<file path="config.mk">
export PLATFORM = sky130hd
export DESIGN_NAME = memory_game_ctl_flat
export DESIGN_NICKNAME = d
export VERILOG_FILES = /design/src/rtl/memory_game_ctl_if.sv /design/src/rtl/memory_game_ctl.sv /design/src/flat_wrapper.sv
export SDC_FILE = /design/constraint.sdc
export NUM_CORES = 1
export LEC_CHECK = 0
export CAP_MARGIN = 5
export CORE_UTILIZATION = 46
export CTS_BUF_LIST = sky130_fd_sc_hd__clkbuf_2 sky130_fd_sc_hd__clkbuf_4 sky130_fd_sc_hd__clkbuf_8
export DETAILED_ROUTE_END_ITERATION = 8
export PLACE_DENSITY_LB_ADDON = 0.1
export SYNTH_ARGS = -nofsm -noshare
export SYNTH_HDL_FRONTEND = slang
export SYNTH_SLANG_ARGS = --single-unit
</file>
<file path="constraint.sdc">
create_clock -name clk -period 6.3 [get_ports clk]
set_input_delay 1.26 -clock clk [delete_from_list [all_inputs] [get_ports clk]]
set_output_delay 1.26 -clock clk [all_outputs]
set_load 0.02 [all_outputs]
</file>
<file path="src/rtl/memory_game_ctl_if.sv">
// Bundle between the memory-game controller, the click checkers, the colour store
// and the draw modules. The slave modport is the controller's view.
interface memory_game_ctl_if #(
    parameter int unsigned NUM_PAIRS = 8,
    parameter int unsigned AW        = 5,
    parameter int unsigned IDW       = 4,
    parameter int unsigned MOVE_W    = 8
);
    logic                   start_pressed;
    logic                   card_pressed;
    logic [AW-1:0]          card_addr;
    logic                   shuffle_req;
    logic                   shuffle_done;
    logic [AW-1:0]          id_addr;
    logic [IDW-1:0]         id_data;
    logic [4*NUM_PAIRS-1:0] card_state;
    logic                   start_screen_en;
    logic                   wait_click_en;
    logic                   end_screen_en;
    logic [MOVE_W-1:0]      move_count;
    logic [AW-1:0]          pairs_left;

    modport master (
        output start_pressed, card_pressed, card_addr, shuffle_done, id_data,
        input  shuffle_req, id_addr, card_state, start_screen_en, wait_click_en,
               end_screen_en, move_count, pairs_left
    );

    modport slave (
        input  start_pressed, card_pressed, card_addr, shuffle_done, id_data,
        output shuffle_req, id_addr, card_state, start_screen_en, wait_click_en,
               end_screen_en, move_count, pairs_left
    );
endinterface

</file>
<file path="src/rtl/memory_game_ctl.sv">
// Game-flow controller for the memory game: card reveal state, pick sequencing,
// match evaluation, timed hide-back, move counting and end-of-game detection.
module memory_game_ctl #(
    parameter int unsigned NUM_PAIRS   = 8,
    parameter int unsigned AW          = 5,
    parameter int unsigned IDW         = 4,
    parameter int unsigned HOLD_CYCLES = 65000000,
    parameter int unsigned MOVE_W      = 8
) (
    input logic              clk,
    input logic              rst_n,
    memory_game_ctl_if.slave bus
);
    localparam int unsigned NUM_CARDS = 2 * NUM_PAIRS;
    localparam int unsigned CW        = 2 * NUM_CARDS;
    localparam int unsigned TW        = (HOLD_CYCLES > 1) ? $clog2(HOLD_CYCLES) : 1;

    localparam logic [TW-1:0]     HoldLoad  = TW'(HOLD_CYCLES - 1);
    localparam logic [MOVE_W-1:0] MoveMax   = '1;
    localparam logic [AW-1:0]     PairsInit = AW'(NUM_PAIRS);

    localparam logic [3:0] StIdle       = 4'd0;
    localparam logic [3:0] StShuffle    = 4'd1;
    localparam logic [3:0] StWaitFirst  = 4'd2;
    localparam logic [3:0] StReadFirst  = 4'd3;
    localparam logic [3:0] StWaitSecond = 4'd4;
    localparam logic [3:0] StReadSecond = 4'd5;
    localparam logic [3:0] StCompare    = 4'd6;
    localparam logic [3:0] StHold       = 4'd7;
    localparam logic [3:0] StEnd        = 4'd8;

    logic [3:0]        state_q, state_d;
    logic [CW-1:0]     cards_q, cards_d;
    logic [AW-1:0]     first_q, first_d;
    logic [AW-1:0]     second_q, second_d;
    logic [IDW-1:0]    id_first_q, id_first_d;
    logic [IDW-1:0]    id_second_q, id_second_d;
    logic [TW-1:0]     timer_q, timer_d;
    logic [MOVE_W-1:0] moves_q, moves_d;
    logic [AW-1:0]     pairs_q, pairs_d;
    logic              shuffle_req_q, shuffle_req_d;
    logic [AW-1:0]     id_addr_q, id_addr_d;
    logic              start_scr_q, wait_clk_q, end_scr_q;
    logic              click_ok;

    function automatic logic [CW-1:0] put_card(input logic [CW-1:0] v, input logic [AW-1:0] a,
                                               input logic [1:0] s);
        logic [CW-1:0] r;
        r = v;
        for (int i = 0; i < NUM_CARDS; i++) begin
            if (a == AW'(i)) r[2*i +: 2] = s;
        end
        return r;
    endfunction

    // Out-of-range addresses never match a card index, so they are rejected here.
    always_comb begin
        click_ok = 1'b0;
        for (int i = 0; i < NUM_CARDS; i++) begin
            if (bus.card_addr == AW'(i) && cards_q[2*i +: 2] == 2'b00) begin
                click_ok = bus.card_pressed;
            end
        end
    end

    always_comb begin
        state_d       = state_q;
        cards_d       = cards_q;
        first_d       = first_q;
        second_d      = second_q;
        id_first_d    = id_first_q;
        id_second_d   = id_second_q;
        timer_d       = timer_q;
        moves_d       = moves_q;
        pairs_d       = pairs_q;
        shuffle_req_d = shuffle_req_q;
        id_addr_d     = id_addr_q;
        case (state_q)
            StIdle, StEnd: begin
                if (bus.start_pressed) begin
                    state_d       = StShuffle;
                    shuffle_req_d = 1'b1;
                    cards_d       = '0;
                    moves_d       = '0;
                    pairs_d       = PairsInit;
                end
            end
            StShuffle: begin
                if (bus.shuffle_done) begin
                    state_d       = StWaitFirst;
                    shuffle_req_d = 1'b0;
                end
            end
            StWaitFirst: begin
                if (click_ok) begin
                    first_d   = bus.card_addr;
                    id_addr_d = bus.card_addr;
                    cards_d   = put_card(cards_q, bus.card_addr, 2'b01);
                    state_d   = StReadFirst;
                end
            end
            StReadFirst: begin
                id_first_d = bus.id_data;
                state_d    = StWaitSecond;
            end
            StWaitSecond: begin
                if (click_ok) begin
                    second_d  = bus.card_addr;
                    id_addr_d = bus.card_addr;
                    cards_d   = put_card(cards_q, bus.card_addr, 2'b01);
                    state_d   = StReadSecond;
                end
            end
            StReadSecond: begin
                id_second_d = bus.id_data;
                moves_d     = (moves_q == MoveMax) ? moves_q : moves_q + MOVE_W'(1);
                state_d     = StCompare;
            end
            StCompare: begin
                if (id_first_q == id_second_q) begin
                    cards_d = put_card(put_card(cards_q, first_q, 2'b10), second_q, 2'b10);
                    pairs_d = pairs_q - AW'(1);
                    state_d = (pairs_q == AW'(1)) ? StEnd : StWaitFirst;
                end else begin
                    timer_d = HoldLoad;
                    state_d = StHold;
                end
            end
            StHold: begin
                if (timer_q == '0) begin
                    cards_d = put_card(put_card(cards_q, first_q, 2'b00), second_q, 2'b00);
                    state_d = StWaitFirst;
                end else begin
                    timer_d = timer_q - TW'(1);
                end
            end
            default: state_d = StIdle;
        endcase
    end

    always_ff @(posedge clk or negedge rst_n) begin
        if (!rst_n) begin
            state_q       <= StIdle;
            cards_q       <= '0;
            first_q       <= '0;
            second_q      <= '0;
            id_first_q    <= '0;
            id_second_q   <= '0;
            timer_q       <= '0;
            moves_q       <= '0;
            pairs_q       <= PairsInit;
            shuffle_req_q <= 1'b0;
            id_addr_q     <= '0;
            start_scr_q   <= 1'b1;
            wait_clk_q    <= 1'b0;
            end_scr_q     <= 1'b0;
        end else begin
            state_q       <= state_d;
            cards_q       <= cards_d;
            first_q       <= first_d;
            second_q      <= second_d;
            id_first_q    <= id_first_d;
            id_second_q   <= id_second_d;
            timer_q       <= timer_d;
            moves_q       <= moves_d;
            pairs_q       <= pairs_d;
            shuffle_req_q <= shuffle_req_d;
            id_addr_q     <= id_addr_d;
            start_scr_q   <= (state_d == StIdle);
            wait_clk_q    <= (state_d == StWaitFirst) || (state_d == StWaitSecond);
            end_scr_q     <= (state_d == StEnd);
        end
    end

    assign bus.shuffle_req     = shuffle_req_q;
    assign bus.id_addr         = id_addr_q;
    assign bus.card_state      = cards_q;
    assign bus.start_screen_en = start_scr_q;
    assign bus.wait_click_en   = wait_clk_q;
    assign bus.end_screen_en   = end_scr_q;
    assign bus.move_count      = moves_q;
    assign bus.pairs_left      = pairs_q;
endmodule
</file>
<file path="src/flat_wrapper.sv">
// flat-port wrapper written by rule: the top's interface ports become plain ports
module memory_game_ctl_flat 
#(
    parameter int unsigned NUM_PAIRS   = 8,
    parameter int unsigned AW          = 5,
    parameter int unsigned IDW         = 4,
    parameter int unsigned HOLD_CYCLES = 65000000,
    parameter int unsigned MOVE_W      = 8
)
  (clk, rst_n, bus_start_pressed, bus_card_pressed, bus_card_addr, bus_shuffle_done, bus_id_data, bus_shuffle_req, bus_id_addr, bus_card_state, bus_start_screen_en, bus_wait_click_en, bus_end_screen_en, bus_move_count, bus_pairs_left);
  memory_game_ctl_if #(.NUM_PAIRS(NUM_PAIRS), .AW(AW), .IDW(IDW), .MOVE_W(MOVE_W)) bus_i ();
  input logic clk;
  input logic rst_n;
  input wire logic [$bits(bus_i.start_pressed)-1:0] bus_start_pressed;
  input wire logic [$bits(bus_i.card_pressed)-1:0] bus_card_pressed;
  input wire logic [$bits(bus_i.card_addr)-1:0] bus_card_addr;
  input wire logic [$bits(bus_i.shuffle_done)-1:0] bus_shuffle_done;
  input wire logic [$bits(bus_i.id_data)-1:0] bus_id_data;
  output wire logic [$bits(bus_i.shuffle_req)-1:0] bus_shuffle_req;
  output wire logic [$bits(bus_i.id_addr)-1:0] bus_id_addr;
  output wire logic [$bits(bus_i.card_state)-1:0] bus_card_state;
  output wire logic [$bits(bus_i.start_screen_en)-1:0] bus_start_screen_en;
  output wire logic [$bits(bus_i.wait_click_en)-1:0] bus_wait_click_en;
  output wire logic [$bits(bus_i.end_screen_en)-1:0] bus_end_screen_en;
  output wire logic [$bits(bus_i.move_count)-1:0] bus_move_count;
  output wire logic [$bits(bus_i.pairs_left)-1:0] bus_pairs_left;
  assign bus_i.start_pressed = bus_start_pressed;
  assign bus_i.card_pressed = bus_card_pressed;
  assign bus_i.card_addr = bus_card_addr;
  assign bus_i.shuffle_done = bus_shuffle_done;
  assign bus_i.id_data = bus_id_data;
  assign bus_shuffle_req = bus_i.shuffle_req;
  assign bus_id_addr = bus_i.id_addr;
  assign bus_card_state = bus_i.card_state;
  assign bus_start_screen_en = bus_i.start_screen_en;
  assign bus_wait_click_en = bus_i.wait_click_en;
  assign bus_end_screen_en = bus_i.end_screen_en;
  assign bus_move_count = bus_i.move_count;
  assign bus_pairs_left = bus_i.pairs_left;
  memory_game_ctl #(.NUM_PAIRS(NUM_PAIRS), .AW(AW), .IDW(IDW), .HOLD_CYCLES(HOLD_CYCLES), .MOVE_W(MOVE_W)) u_core (.clk(clk), .rst_n(rst_n), .bus(bus_i));
endmodule
</file>
; Word level (Yosys, flattened, before mapping)
; Index checks and enable logic that the tools add are counted.
[totals]
reg_bits = 102
latch_bits = 0
ramBits = 0
romBits = 0
inputBits = 14
output_inout_bits = 54
word_cells = 337
mem_count = 0
[classes]
addsub = 3
n_mul = 0
div_mod_pow = 0
order_cmp = 0
n_eq_ne = 115
shift = 0
mux = 121
n_bitwise = 0
reduce_logical = 69
[ops]
columns = operator, count
row1 = 2-bit two-way mux, 80
row2 = 32-bit two-way mux, 4
row3 = 32-bit one-hot mux with 4 select lines, 1
row4 = 8-bit AND reduction, 16
row5 = 5-bit by 4-bit equality test with 1-bit output (second input constant), 24
row6 = 3-bit by 1-bit != test with 1-bit output (second input constant), 32
row7 = 5-bit by 3-bit equality test with 1-bit output (second input constant), 12
row8 = 26-bit two-way mux, 2
row9 = 26-bit one-hot mux with 2 select lines, 1
row10 = 2-bit by 1-bit != test with 1-bit output (second input constant), 19
row11 = 2-bit zero test, 16
row12 = 4-bit one-hot mux with 8 select lines, 1
row13 = 5-bit by 2-bit equality test with 1-bit output (second input constant), 6
row14 = 4-bit two-way mux, 7
row15 = 26-bit zero test, 1
row16 = 26-bit by 1-bit subtractor with 26-bit output (second input constant), 1
row17 = 4-bit by 3-bit equality test with 1-bit output (second input constant), 5
row18 = 5-bit by 1-bit equality test with 1-bit output (second input constant), 4
row19 = 1-bit two-way mux, 18
row20 = 1-bit logical AND, 16
row21 = 8-bit two-way mux, 2
row22 = 8-bit one-hot mux with 2 select lines, 1
row23 = 5-bit zero test, 3
row24 = 4-bit by 2-bit equality test with 1-bit output (second input constant), 3
row25 = 17 further kinds, 33

; Longest topological paths before layout
[depth]
ltp_word = 22
mapped_depth = 10
depth_no_buf = 7

; Least setup slack after synthesis
; Ideal clock, no wire load.
[synth_path]
path_kind = input -> register
from = input port bus_card_addr[3]
to = register u_core.cards_q[13] (netlist: u_core.bus.card_state[13])
setup_ps = 128
t_arrival_ps = 2989
t_required_ps = 6172
slack_ps = 3183
path_stages = 9
n_path_buf = 3
cell_sequence = buf_2 or3b_2 buf_2 nor4_2 nor4_2 nand4_1 buf_2 nand2_1 mux2_1
[synth_between]
elab_chain_cells = 20
elab_cells_between_ends = 51
classes_between = eq/ne: 17 / mux: 16 / reduce/logical: 18
[synth_rtl]
columns = element, line_no
row1 = from (decl), flat_wrapper.sv:16  ; input wire logic [$bits(bus_i.card_addr)-1:0] bus_card_addr;
row2 = 5-bit zero test, memory_game_ctl.sv:60  ; if (bus.card_addr == AW'(i) && cards_q[2*i +: 2] == 2'b00) begin
row3 = 1-bit logical AND, memory_game_ctl.sv:60
row4 = 1-bit two-way mux (16 in series), memory_game_ctl.sv:60
row5 = 2-bit by 1-bit != test with 1-bit output (no source line), n/a
row6 = 8-bit AND reduction (no source line) *, n/a
row7 = to (signal assigned), memory_game_ctl.sv:159  ; cards_q <= cards_d;
row8 = to (decl), memory_game_ctl.sv:33  ; logic [CW-1:0] cards_q, cards_d;
; Every way passes the cells marked *; elsewhere a longest branch is shown, timed or not.
; A chain may end at the register's enable or synchronous reset.

; Worst setup path in the final report
[layout_path]
from = input port bus_card_addr[1]
to = register u_core.first_q[3]
[layout_between]
elab_chain_cells = 19
elab_cells_between_ends = 49
classes_between = eq/ne: 15 / mux: 16 / reduce/logical: 18
[layout_rtl]
columns = element, line_no
row1 = 5-bit zero test, memory_game_ctl.sv:60
row2 = 1-bit logical AND, memory_game_ctl.sv:60
row3 = 1-bit two-way mux (15 in series), memory_game_ctl.sv:60
row4 = 1-bit two-way mux *, memory_game_ctl.sv:60
row5 = 2-bit AND reduction (no source line) *, n/a
row6 = to (signal assigned), memory_game_ctl.sv:160  ; first_q <= first_d;
row7 = to (decl), memory_game_ctl.sv:34  ; logic [AW-1:0] first_q, first_d;
; Marks and branches as above.

==> flow_summary.ini <==
[drt]
drt-vias-per-instance = 5.71
drt_iter0_drc = 314
detail_route.first_pass.iterations = 4
ant_nets = 0
wire_per_inst_um = 17.3
wirelength_mm = 13.8
drc_errors = 0
via_count = 4546

[synth]
avgSynthCellArea_um2 = 9.94
synth_edf_count = 0
seq_area_frac_synth_pct = 44.8
synth_cell_type_count = 73
yosys_warnings = 0
syn_area_um2 = 5700
ys_ff_latch = 102
postSynthCellCount = 574
async_flop_share_pct = 100
ys.flop_type = dfrtp_1
synth_nets = 593

[grt]
grt_usage_pct = 22.9
grt_pass1_vias = 4476
antenna_found_initial = 0
grt_pass1_wl_mm = 22.9
grt_max_degree = 63
gr-total-overflow = 0

[critical_path]
timing.rr.start = u_core.id_second_q[3]
startpoint = bus_card_addr[1]
crit_type = input pin to register
critical_path.endpoint = u_core.first_q[3]
endpoint_kind = register
regToRegEndpoint = u_core.bus.card_state[11]
cp_data_arrival_time_ns = 4.27
worstRegToRegCells = 6
crit_path_start_kind = input pin
crit_fanout = 19
worstPathRequired_ns = 6.57
ff2ff_setup_slack_ns = 3.13

[floorplanning]
row_count = 40
initial_core_util_pct = 47.3
io_pins = 68
fp.dieW_um = 113
dieArea_um2 = 12800
core_um2 = 12100
die_h_um = 113

[finish]
drive_gt1_share_pct = 12.7
nets = 642
layout-area-overhead-vs-synth_pct = 17.4
diodes = 0
fill_cells = 1110
final-instance-count-excl-fill = 796

[place]
hpwl_mm = 9.68
dp_cells = 780
portBuffers = 67
place_congestion = 0.884

[clock_tree]
h-tree-depth = 3
cts-root-buf = clkbuf_8
cts_resized = 0
cts_sinks = 102
cts_tree = built
cts_buffers = 9
post-cts-setup-buffers = 0
clkTransAtPathRegs_ns = 0.09
holdBufCountCts = 0
clk-insertion-delay-late_ns = 0.38
clockBufferDepth = 2

[sta]
maxSlewViolCount = 0
min_period_ns = 4.00
tightestPinTransition_ns = 1.08
holdWs_ns = 0.493
max_freq_ghz = 0.250
rsz0062_at_grt = false
period_share_pct = 63.5
fin_tns_setup_ns = 0
skew_ns = 0.0103
slew_headroom_pct = 28.0
setup_violations = 0
hold_viol_final = 0

[power]
p_int_uw = 1730
powerDensity_nw_per_um2 = 464
switching_share_pct = 44.3
p_seq_share_pct = 34.3
p_sw_uw = 1380
vdd.ir_drop.worst_uv = 252
p_leak_uw = 0.00259
power_uw = 3110
pwr-share-clk_pct = 14.8
comb_power_share_pct = 50.9

[job]
maxCapViolations = 0

[status]
status = finished clean

[worst_hold_path]
min_path_type = register to register
[worst max-delay path: stages]
cell	delay [ns]
clkdlybuf4s50_1	0.89
nor2_1	0.18
o2111a_1	0.19
nor4_2	0.41
nand3_2	0.50
nand3_1	0.46
mux2_2	0.37
[layer usage]
layer  part of all wire [%]  GRT usage, %  wire length [µm]
met5                      0             0                 0
met4                    1.6          8.60               227
met3                    3.6          3.91               499
met2                     50          38.2              6900
met1                     45          29.7              6150
[power by group through the flow]
stage	sequential [µW]	clock (µW)	combinational [µW]
4_1_cts	1060	478	1590
3_3_place_gp	1070	0	1570
5_1_grt	1100	501	1730
3_5_place_dp	1080	0	1590
2_1_floorplan	1090	0	1070
6_report	1070	459	1580
[layout by cell type (no fill, tap or decap), drive strengths merged, types with 7 or more instances in the layout]
cell and instances:
xnor2 14, nand2 53, nand2b 12, dfrtp 100, o22ai 7, nand3b 7, nand4 8, a21oi 39
nor3 31, mux2 36, xor2 21, o21ai 14, nor2 57, clkdlybuf4s50 66, nor4b 9, nand3 16
clkbuf 9, nor2b 9, nor3b 7, nor4 14
[how the worst min path moves through the flow]
stage	start	depth (start not counted)	slack (ns)	to
after floorplan	u_core.timer_q[0]	1	0.46	u_core.timer_q[0]
after global placement	u_core.bus.shuffle_req	2	0.47	u_core.bus.shuffle_req
after detailed placement	u_core.bus.id_addr[4]	1	0.47	u_core.bus.id_addr[4]
after CTS	u_core.bus.id_addr[4]	1	0.50	u_core.bus.id_addr[4]
after global routing	u_core.bus.id_addr[4]	1	0.52	u_core.bus.id_addr[4]
final	u_core.bus.id_addr[4]	1	0.49	u_core.bus.id_addr[4]
[synth_stat cells (8+ instances only)]
cell type  number  share of area (%)
nand2_1        53                3.5
xnor2_1        14                2.2
nand3_1        15                1.3
clkbuf_1       23                1.5
nor4b_1         9                1.4
nor4_1          8               0.88
a21oi_1        39                3.4
nor3_2          9                1.6
nor2_1         57                3.8
mux2_1          9                1.8
nor3_1         22                1.9
nand2b_1       12                1.3
dfrtp_1       100                 44
mux2_2         27                5.3
xor2_1         21                3.2
nor2b_1         9               0.99
o21ai_0        14                1.2
[flip-flops by register name (all words and copies together), names as in the netlist]
name / flops
u_core.timer_q: 26
u_core.state_q: 4
u_core.bus.wait_click_en: 1
u_core.id_second_q: 4
u_core.bus.pairs_left: 5
u_core.bus.end_screen_en: 1
u_core.first_q: 5
u_core.bus.start_screen_en: 1
u_core.bus.id_addr: 5
u_core.bus.move_count: 8
u_core.id_first_q: 4
u_core.bus.card_state: 32
u_core.bus.shuffle_req: 1
u_core.second_q: 5
[stage by stage]
step                setup slack (ns)  instance area, µm²  util, %
finish                          2.30                6700     55.5
global route                    2.12                6700     55.5
CTS                             2.32                6700     55.5
detailed placement              1.91                6470     53.7
global placement                2.02                6470     53.7
floorplan                       3.18                5700        -
[cells by family (layout without fill, tap and decap cells)]
kind of cell | count (synthesis) | count (layout) | synth area share [%]
flip-flops | 102 | 102 | 44.8
buffers and inverters | 39 | 93 | 3.12
adder cells (fa/ha/maj) | 5 | 5 | 1.10
XOR/XNOR | 35 | 35 | 5.38
AND/OR/NAND/NOR | 255 | 255 | 25.6
multiplexers | 37 | 37 | 7.28
AO/OA/AOI/OAI | 101 | 101 | 12.7
[final cells by class]
| class | count | area, µm² | area share, % |
|---|---|---|---|
| flip-flops and latches | 102 | 2550 | 38.2 |
| inverters | 5 | 18.8 | 0.280 |
| repair buffers | 72 | 706 | 10.5 |
| multi-input cells | 433 | 2990 | 44.6 |
| clock buffers | 9 | 124 | 1.85 |
| clock inverters | 7 | 97.6 | 1.46 |
| well taps | 168 | 210 | 3.14 |
(Power assumes the default switching activity.)
